**src/rtl/ram_initiator.sv**
```systemverilog
// Host-side burst initiator for the 5-byte data RAM port.
// Optional write read-back check: define RAM_INITIATOR_VERIFY_EN.
module ram_initiator #(
  parameter int MEM_DEPTH = 5,
  parameter int RO_ADDR   = 0
) (
  input  logic       Clock,
  input  logic       nReset,
  input  logic       req_valid,
  output logic       req_ready,
  input  logic       req_write,
  input  logic [2:0] req_addr,
  input  logic [2:0] req_len,
  input  logic [7:0] req_wdata,
  output logic       rsp_valid,
  input  logic       rsp_ready,
  output logic [7:0] rsp_data,
  output logic       rsp_last,
  output logic       done,
  output logic       err,
  output logic       nw,
  output logic [2:0] addr1,
  output logic [7:0] Wdata_ram,
  input  logic [7:0] Rdata1
);

`ifdef RAM_INITIATOR_VERIFY_EN
  typedef enum logic [1:0] {
    IDLE, WRITE, READ, VERIFY
  } state_t;
`else
  typedef enum logic [1:0] {
    IDLE, WRITE, READ
  } state_t;
`endif

  localparam logic [2:0] LAST = 3'(MEM_DEPTH - 1);
  localparam logic [2:0] RO   = 3'(RO_ADDR);

  state_t     state_q, state_d;
  logic [2:0] addr_q, addr_d;
  logic [2:0] cnt_q, cnt_d;
  logic [7:0] wdata_q, wdata_d;
  logic       rsp_valid_q, rsp_valid_d;
  logic [7:0] rsp_data_q, rsp_data_d;
  logic       rsp_last_q, rsp_last_d;
  logic       done_q, done_d;
  logic       err_q, err_d;
`ifdef RAM_INITIATOR_VERIFY_EN
  logic [2:0] start_q, start_d;
  logic [2:0] len_q, len_d;
`endif

  logic       accept;
  logic       illegal;
  logic       is_ro;
  logic [2:0] addr_nx;

  assign req_ready = (state_q == IDLE) && !rsp_valid_q;
  assign accept    = req_valid && req_ready;
  assign illegal   = int'(req_addr) >= MEM_DEPTH;
  assign is_ro     = addr_q == RO;
  assign addr_nx   = (addr_q == LAST) ? 3'd0 : addr_q + 3'd1;

  assign rsp_valid = rsp_valid_q;
  assign rsp_data  = rsp_data_q;
  assign rsp_last  = rsp_last_q;
  assign done      = done_q;
  assign err       = err_q;

  always_comb begin
    state_d     = state_q;
    addr_d      = addr_q;
    cnt_d       = cnt_q;
    wdata_d     = wdata_q;
    rsp_valid_d = rsp_valid_q;
    rsp_data_d  = rsp_data_q;
    rsp_last_d  = rsp_last_q;
    done_d      = 1'b0;
    err_d       = err_q;
`ifdef RAM_INITIATOR_VERIFY_EN
    start_d     = start_q;
    len_d       = len_q;
`endif
    nw          = 1'b1;
    addr1       = 3'd0;
    Wdata_ram   = 8'd0;
    unique case (state_q)
      IDLE: begin
        if (accept) begin
          addr_d  = req_addr;
          cnt_d   = req_len;
          wdata_d = req_wdata;
          err_d   = 1'b0;
`ifdef RAM_INITIATOR_VERIFY_EN
          start_d = req_addr;
          len_d   = req_len;
`endif
          if (illegal) begin
            err_d  = 1'b1;
            done_d = 1'b1;
          end else begin
            state_d = req_write ? WRITE : READ;
          end
        end
      end
      WRITE: begin
        addr1     = addr_q;
        Wdata_ram = wdata_q;
        // The RAM owns the input-mapped byte, so that beat is dropped.
        nw        = is_ro;
        if (is_ro) err_d = 1'b1;
        addr_d = addr_nx;
        cnt_d  = cnt_q - 3'd1;
        if (cnt_q == 3'd0) begin
`ifdef RAM_INITIATOR_VERIFY_EN
          state_d = VERIFY;
          addr_d  = start_q;
          cnt_d   = len_q;
`else
          state_d = IDLE;
          done_d  = 1'b1;
`endif
        end
      end
      READ: begin
        addr1 = addr_q;
        if (rsp_valid_q && rsp_last_q) begin
          if (rsp_ready) begin
            rsp_valid_d = 1'b0;
            rsp_last_d  = 1'b0;
            done_d      = 1'b1;
            state_d     = IDLE;
          end
        end else if (!rsp_valid_q || rsp_ready) begin
          rsp_data_d  = Rdata1;
          rsp_valid_d = 1'b1;
          rsp_last_d  = cnt_q == 3'd0;
          addr_d      = addr_nx;
          cnt_d       = cnt_q - 3'd1;
        end
      end
`ifdef RAM_INITIATOR_VERIFY_EN
      VERIFY: begin
        addr1 = addr_q;
        if (!is_ro && Rdata1 != wdata_q) err_d = 1'b1;
        addr_d = addr_nx;
        cnt_d  = cnt_q - 3'd1;
        if (cnt_q == 3'd0) begin
          state_d = IDLE;
          done_d  = 1'b1;
        end
      end
`endif
      default: state_d = IDLE;
    endcase
  end

  always_ff @(posedge Clock or negedge nReset) begin
    if (!nReset) begin
      state_q     <= IDLE;
      addr_q      <= 3'd0;
      cnt_q       <= 3'd0;
      wdata_q     <= 8'd0;
      rsp_valid_q <= 1'b0;
      rsp_data_q  <= 8'd0;
      rsp_last_q  <= 1'b0;
      done_q      <= 1'b0;
      err_q       <= 1'b0;
`ifdef RAM_INITIATOR_VERIFY_EN
      start_q     <= 3'd0;
      len_q       <= 3'd0;
`endif
    end else begin
      state_q     <= state_d;
      addr_q      <= addr_d;
      cnt_q       <= cnt_d;
      wdata_q     <= wdata_d;
      rsp_valid_q <= rsp_valid_d;
      rsp_data_q  <= rsp_data_d;
      rsp_last_q  <= rsp_last_d;
      done_q      <= done_d;
      err_q       <= err_d;
`ifdef RAM_INITIATOR_VERIFY_EN
      start_q     <= start_d;
      len_q       <= len_d;
`endif
    end
  end

endmodule
```
**config.mk**
```make
export PLATFORM = sky130hd
export DESIGN_NAME = ram_initiator
export DESIGN_NICKNAME = d
export VERILOG_FILES = /design/src/rtl/ram_initiator.sv
export SDC_FILE = /design/constraint.sdc
export NUM_CORES = 1
export LEC_CHECK = 0
export ABC_CLOCK_PERIOD_IN_PS = 2200
export CORE_MARGIN = 3
export CORE_UTILIZATION = 40
export DETAILED_ROUTE_END_ITERATION = 16
export PLACE_DENSITY = 0.78
export SETUP_SLACK_MARGIN = 0.4
export SYNTH_ARGS = -nofsm -noshare
export SYNTH_HDL_FRONTEND = slang
export SYNTH_SLANG_ARGS = --single-unit
```
**constraint.sdc**
```tcl
create_clock -name Clock -period 2.2 [get_ports Clock]
set_input_delay 0.44 -clock Clock [delete_from_list [all_inputs] [get_ports Clock]]
set_output_delay 0.44 -clock Clock [all_outputs]
set_load 0.02 [all_outputs]
```
* After elaboration in Yosys (flattened, before gate mapping) *
Index checks and enable logic that the tools add are counted.

word-level totals
  register bits = 28
  input port bits = 27
  output and inout port bits = 25
  word-level logic and storage cells = 76

operators by class
  $add $sub $neg = 2
  magnitude comparators = 1
  equality and inequality tests = 12
  muxes and demuxes = 33
  bitwise gates (word level) = 1
  reduce and logical (&&, ||, !) cells = 18

operators with widths
  kind                                                                number
  3-bit two-way mux                                                   8
  2-bit != test, second input constant                                9
  3-bit one-hot mux with 3 select lines                               2
  1-bit two-way mux                                                   13
  2-bit two-way mux                                                   6
  3-bit AND reduction                                                 3
  8-bit two-way mux                                                   1
  3-bit logical NOT                                                   2
  2-bit one-hot mux with 3 select lines                               1
  5-bit AND reduction                                                 1
  4-bit AND reduction                                                 1
  2-bit nonzero test                                                  2
  3-bit by 1-bit adder with 3-bit output, second input constant       1
  3-bit == test, second input constant                                1
  3-bit greater-or-equal comparator, second input constant            1
  1-bit logical AND                                                   3
  1-bit one-hot mux with 3 select lines                               1
  3-bit nonzero test                                                  1
  3-bit by 1-bit subtractor with 3-bit output, second input constant  1
  2-bit by 1-bit == test with 1-bit output, second input constant     1
  2-bit == test, second input constant                                1
  2-bit logical NOT                                                   1
  1-bit one-hot mux with 2 select lines                               1
  2-bit AND reduction                                                 1
  4 further kinds                                                     4

* Depth between registers and ports, before layout *
Gate-level depths: netlist of run 1.

  depth in word-level cells = 5
  depth in mapped cells = 7
  mapped depth without buffers = 6

* Worst setup path after synthesis of run 1 *
No wires, ideal clock.

  path type = reg2out
  start = reg state_q[0]
  end = out addr1[0]
  arrival time = 1.260 ns
  data required time = 1.760 ns
  slack = 0.500 ns
  stages on the path, launching flop included = 6
  path buffers = 1
  cells stage by stage = dfrtp_1 inv_1 ha_1 buf_2 inv_1 nor2_1

between the ends
  cells in the longest elaborated chain, start to end = 3
  elaborated cells on any way between the ends = 4
  those cells by class = eq/ne (2); mux (1); reduce/logical (1)

RTL lines
  item                                                                       RTL line  text
  start: declaration                                                         40        state_t state_q, state_d;
  start signal: assignment                                                   175       state_q <= state_d;
  2-bit == test or 2-bit by 1-bit == test with 1-bit output (tied branches)  88        unique case (state_q)
  2-bit OR reduction (no source line) (*)                                    n/a
  3-bit two-way mux (*)                                                      88
  end: declaration                                                           22        output logic [2:0] addr1,

Mark *: on every way between the ends. The rest lies on a longest branch, timed or not.

* Worst setup path after layout of run 1 *
  start = reg state_q[0]
  end = out addr1[2]

Same word-level chain as after synthesis.

==> reports/results.txt, run 1 <==
# IOs -> 52
min Tclk post-route -> 1.80 ns
TritonRoute pass-1 iters -> 4
synth warn -> 0
critical path class -> reg -> out
Cell Area, Synth -> 1510 um^2
Distinct cells, synth -> 32
post-synth top area share -> 46.5%
drt initial violations -> 46
routed length per instance -> 15.8 um
DRC viols -> 0
Worst-Margin Slew -> 0.525 ns
initial antenna violation count -> 0
Core Region -> 3470 um^2
layout cell share with drive strength beyond 1 -> 32.0%
Die ar. -> 4540 um^2
row cnt -> 21
die width -> 67.4 um
Max-Cap Viols -> 0
pins over their slew limit -> 0
final non-filler cell total -> 240
synth top area cells -> dfrtp_1 (46%), mux2_2 (12%), ha_1 (6.6%)
commonest cells in the synthesized netlist -> dfrtp_1 (28), mux2_2 (16), inv_1 (11), o21ai_0 (11)
slew margin rel. -> 64.6%
worst path required time -> 1.76 ns
setup_tns -> 0 ns
arrival time at the worst endpoint -> 1.36 ns
CP max-delay cell -> dfrtp_2
gr ovfl total -> 0
ant diodes -> 0
fill count -> 277
Vias -> 1255
Max Clk Rate -> 554 MHz
vias in the first global route -> 1348
power per cell area -> 1240 nW/um^2
skew final -> 0.00712 ns
crit share post-route -> 82.0%
root buffer cell -> clkbuf_8
CTS Buf Count -> 3
Buf/Inv on CP -> 2
Synth Register Bits -> 28
Worst setup EP type -> output port
Global Route Usage Sum -> 17.7%
first-pass GRT wire length -> 5950 um
Setup violations, final -> 0
RSZ-0062 raised after global routing -> yes
Worst-Skew Late Latency -> 0.28 ns
fin nets -> 230
routed wire length -> 3780 um
Worst Hold Class -> reg -> reg
hold buffer count at cts -> 0
startpoint types -> flop
H-tree levels -> 1
asr flop ratio synth -> 100%
CTS clk-pin slew, worst paths -> 0.10 ns
Synth Net Count -> 169
CTS Sinks -> 28
Most used DFF post-synth -> dfrtp_1
crit-path max FO -> 3
Synth area leader -> dfrtp_1
clk buf depth -> 2
Die Y -> 67.4 um
number of synthesized flops with an enable pin -> 0
area delta synth->final -> 45.6%
sequential-to-total area share from yosys stat -> 46.5%
Largest delay share family, worst path -> flip-flops
Post-DRT Antenna Nets -> 0
Inst Count DP -> 231
hpwl dp -> 2770 um
Final Hold Vio Count -> 0
Syn Inst Count -> 134
status -> finished, final reports clean
pin count of the biggest net entering global routing -> 29
vias per inst -> 5.23
IO Port Bufs -> 51
Syn Area/Cell -> 11.3 um^2
Pleak -> 1.00 nW
Cell Chain, Critical Path -> inv_1 -> ha_4 -> and2_1 -> buf_2
Max stage delay on crit path -> 0.42 ns
top-count cell post-synth -> dfrtp_1
Final Power -> 0.00272 W
Placer Congestion -> 0.828
Initial Utilization -> 43.5%
TritonCTS clock tree -> yes
Worst VDD drop -> 603 uV
## layout make-up
type                       instances  area, um^2  share of cell area, %
multi-input combinational         91         786                   35.8
inverter                          11        41.3                   1.88
clock buffer                       3        41.3                   1.88
timing repair buffer              60         536                   24.4
tap                               46        57.6                   2.62
sequential                        28         703                   32.0
clock inverter                     1        30.0                   1.37
## logic make-up (layout without fill, tap and decap cells)
group	after synthesis	count (layout)	share of synthesized area [%]
and+or+nand+nor	35	35	15.0
AOI/OAI and AO/OA	30	30	13.8
muxes	18	18	13.3
DFF	28	28	46.5
adders and majority gates	8	8	6.64
buffers and inverters	15	75	4.81
## what timing repair did
action,in CTS,in global routing
pin swaps,0,1
endpoints found under the hold margin,0,0
setup endpoints to repair,22,29
cloned,0,1
gates resized for setup,63,12
setup buffers,3,1
## cells in the final DEF (no fill, tap or decap), types with 2 or more instances in the layout
cell,netlist,layout
clkbuf_8,0,3
ha_1,8,4
buf_2,1,9
nand2_1,5,5
nor2_1,9,9
o21a_1,2,2
dfrtp_2,0,2
and2_1,9,9
ha_4,0,3
buf_4,0,11
dfrtp_1,28,26
nand2b_4,3,3
mux2i_1,2,2
a21oi_1,8,8
a22o_1,2,2
clkdlybuf4s50_1,0,36
inv_1,11,7
dlymetal6s2s_1,0,2
inv_2,0,4
o21ai_0,11,9
mux2_2,16,16
## registers in the layout, indices dropped and copies added (netlist names)
| register | count |
|---|---|
| err | 1 |
| cnt_q | 3 |
| state_q | 2 |
| done | 1 |
| rsp_data | 8 |
| rsp_valid | 1 |
| addr_q | 3 |
| rsp_last | 1 |
| wdata_q | 8 |
## worst paths after layout
kind	start	end	slack, ns	cells after the start
max in group asynchronous	nReset	state_q[0]	1.39	2
setup reg to reg	state_q[1]	cnt_q[2]	0.46	6
hold reg to reg	wdata_q[5]	wdata_q[5]	0.51	1
min in group asynchronous	nReset	rsp_last	0.53	2
setup / recovery	state_q[0]	addr1[2]	0.40	4
hold / removal	wdata_q[5]	wdata_q[5]	0.51	1
## routing by layer
metal  up-vias  GRT usage [%]  wire, um  share of wire (%)
li1        580              -         -                  -
met2        60           33.1      1990                 53
met1       600           19.1      1450                 38
met4         0           9.62       121                3.2
met3        15           2.16       217                5.7
met5         -              0         0                  0
## stage by stage
| stage | cell area, um^2 | worst slack, ns | utilization [%] | hold slack [ns] |
|---|---|---|---|---|
| after detailed placement | 2070 | 0.0843 | 59.8 | 0.494 |
| after floorplan | 1510 | 0.500 | - | 0.144 |
| after global routing | 2190 | 0.329 | 63.3 | 0.538 |
| after global placement | 2070 | 0.162 | 59.8 | 0.484 |
| final | 2190 | 0.396 | 63.3 | 0.515 |
| after CTS | 2140 | 0.351 | 61.8 | 0.518 |
## where the power goes
group	switching (W)	internal (W)	leakage [nW]
logic	0.000680	0.000722	0.635
registers	0.000159	0.000755	0.334
clock network	0.000166	0.000244	0.0357
No activity file was read; power rests on OpenSTA's default activity.
==> run 2: changes to the inputs <==
--- a/config.mk
+++ b/config.mk
@@ -5,7 +5,7 @@
 export SDC_FILE = /design/constraint.sdc
 export NUM_CORES = 1
 export LEC_CHECK = 0
-export ABC_CLOCK_PERIOD_IN_PS = 2200
+export ABC_CLOCK_PERIOD_IN_PS = 1700
 export CORE_MARGIN = 3
 export CORE_UTILIZATION = 40
 export DETAILED_ROUTE_END_ITERATION = 16
==> constraint.sdc (replaced) <==
create_clock -name Clock -period 1.7 [get_ports Clock]
set_input_delay 0.34 -clock Clock [delete_from_list [all_inputs] [get_ports Clock]]
set_output_delay 0.34 -clock Clock [all_outputs]
set_load 0.02 [all_outputs]
==> run 2 against run 1 <==
  * The flow now finishes with violations (setup timing)
  * Non-clock buffer count up 34
  * Routed wire length up 28%
  * Core utilization up 15 points
  * Flip-flop and latch count unchanged
  * Via count up 12%
  * Sequential share of layout area down 6.2 points
  * Clock skew up 0.0017 ns
  * Critical path depth up 1
  * Largest power group unchanged
  * Highest routed layer unchanged
==> reports/results.txt, run 2 (synthesis gave the netlist of run 1 again) <==
hpwl dp -> 2990 um
Die Y -> 67.4 um
Int Power -> 0.00261 W
CTS clk-pin slew, worst paths -> 0.10 ns
ant diodes -> 0
critical path depth in cells -> 5
Placer Congestion -> 0.768
routed wire length -> 4830 um
Final Hold Vio Count -> 0
most frequent cells in the layout -> dfrtp_1 (27), buf_4 (27), clkdlybuf4s50_1 (26), buf_6 (26), mux2_4 (16)
Cell Chain, Critical Path -> buf_6 -> inv_4 -> ha_4 -> and2_4 -> buf_6
Initial Utilization -> 43.5%
failing checks -> setup timing
hold buffer count at cts -> 0
Seq pwr share -> 28.1%
final non-filler cell total -> 274
pins over their slew limit -> 0
first-pass GRT wire length -> 7300 um
Placed Area -> 2360 um^2
Critical Path Start -> state_q[0]
initial antenna violation count -> 0
fin nets -> 264
crit-path max FO -> 3
status -> finished with violations
sw frac -> 37.5%
IO Port Bufs -> 51
Worst-Skew Late Latency -> 0.28 ns
Max Clk Rate -> 578 MHz
startpoint types -> flop
Global Route Usage Sum -> 21.8%
Register-to-Register Path Depth -> 8
Vias -> 1407
Pleak -> 1.30 nW
DRC viols -> 0
H-tree levels -> 1
Largest delay share family, worst path -> flip-flops
critical path class -> reg -> out
arrival time at the worst endpoint -> 1.39 ns
Worst setup EP type -> output port
Post-DRT Antenna Nets -> 0
TritonRoute pass-1 iters -> 4
worst r2r src -> state_q[0]
# IOs -> 52
Hold Slack -> 0.435 ns
CTS Sinks -> 28
vias in the first global route -> 1543
area delta synth->final -> 80.2%
drt initial violations -> 78
Max stage delay on crit path -> 0.41 ns
Combinational Power Share -> 61.8%
CP max-delay cell -> dfrtp_1
Worst-Margin Slew -> 0.383 ns
row cnt -> 21
CP most frequent cell -> buf_6
reg-to-reg setup timing slack -> -0.02 ns
setup_tns -> -0.241 ns
vias per inst -> 5.14
Buf/Inv on CP -> 3
pin count of the biggest net entering global routing -> 29
min Tclk post-route -> 1.73 ns
CTS Buf Count -> 3
Worst VDD drop -> 877 uV
worst path required time -> 1.36 ns
RSZ-0062 raised after global routing -> yes
Core Region -> 3470 um^2
layout cell share with drive strength beyond 1 -> 55.7%
slew margin rel. -> 74.2%
Worst Hold Class -> in -> async
Inst Count DP -> 252
P_sw -> 0.00157 W
worst setup margin -> -0.0315 ns
TritonCTS clock tree -> yes
power per cell area -> 1540 nW/um^2
Die ar. -> 4540 um^2
gr ovfl total -> 0
Clk pwr share -> 10.1%
crit share post-route -> 102%
root buffer cell -> clkbuf_8
skew final -> 0.00886 ns
Setup violations, final -> 12
die width -> 67.4 um
routed length per instance -> 17.6 um
Max-Cap Viols -> 0
post-route cell area -> 2720 um^2
clk buf depth -> 2
==> run 2: power groups by stage <==
| stage | clock network, W | registers [W] | logic (W) |
|---|---|---|---|
| floorplan | 0 | 0.00131 | 0.00111 |
| global placement | 0 | 0.00115 | 0.00204 |
| detailed placement | 0 | 0.00117 | 0.00212 |
| CTS | 0.000428 | 0.00117 | 0.00249 |
| global route | 0.000454 | 0.00122 | 0.00275 |
| finish | 0.000421 | 0.00117 | 0.00258 |
==> run 2: layout make-up <==
| cell class | count | area [um^2] |
|---|---|---|
| inverter | 11 | 48.8 |
| clock buffer | 4 | 55.1 |
| sequential | 28 | 702 |
| tap | 46 | 57.6 |
| timing repair buffer | 94 | 908 |
| multi-input combinational | 91 | 945 |
| fill | 200 | 752 |
==> run 2: worst paths after layout <==
check / end
min reg2reg: rsp_data[6]
max reg2reg: cnt_q[2]
max: addr1[2]
max in group asynchronous: rsp_valid
min: wdata_q[6]
min in group Clock: rsp_data[6]
==> run 2: metrics by stage <==
| step | utilization [%] | worst slack, ns | total power, W |
|---|---|---|---|
| floorplan | - | 0.244 | 0.00242 |
| global placement | 68.1 | -0.208 | 0.00319 |
| detailed placement | 68.1 | -0.293 | 0.00329 |
| CTS | 77.5 | -0.0690 | 0.00409 |
| global route | 78.3 | -0.0959 | 0.00442 |
| finish | 78.3 | -0.0315 | 0.00418 |
==> run 2: what timing repair did <==
item | in CTS | in global routing
buffers inserted | 13 | 3
resized for setup | 151 | 17
pin swaps | 9 | 5
endpoints found under the setup margin | 53 | 51
endpoints found under the hold margin | 0 | 0
cloned | 1 | 1
==> run 2: routing by layer <==
layer	global-route usage (%)	vias up	routed length, um
li1	-	650	-
met4	10.1	0	139
met3	4.99	13	191
met1	22.0	692	1800
met2	41.8	52	2700
met5	0	-	0
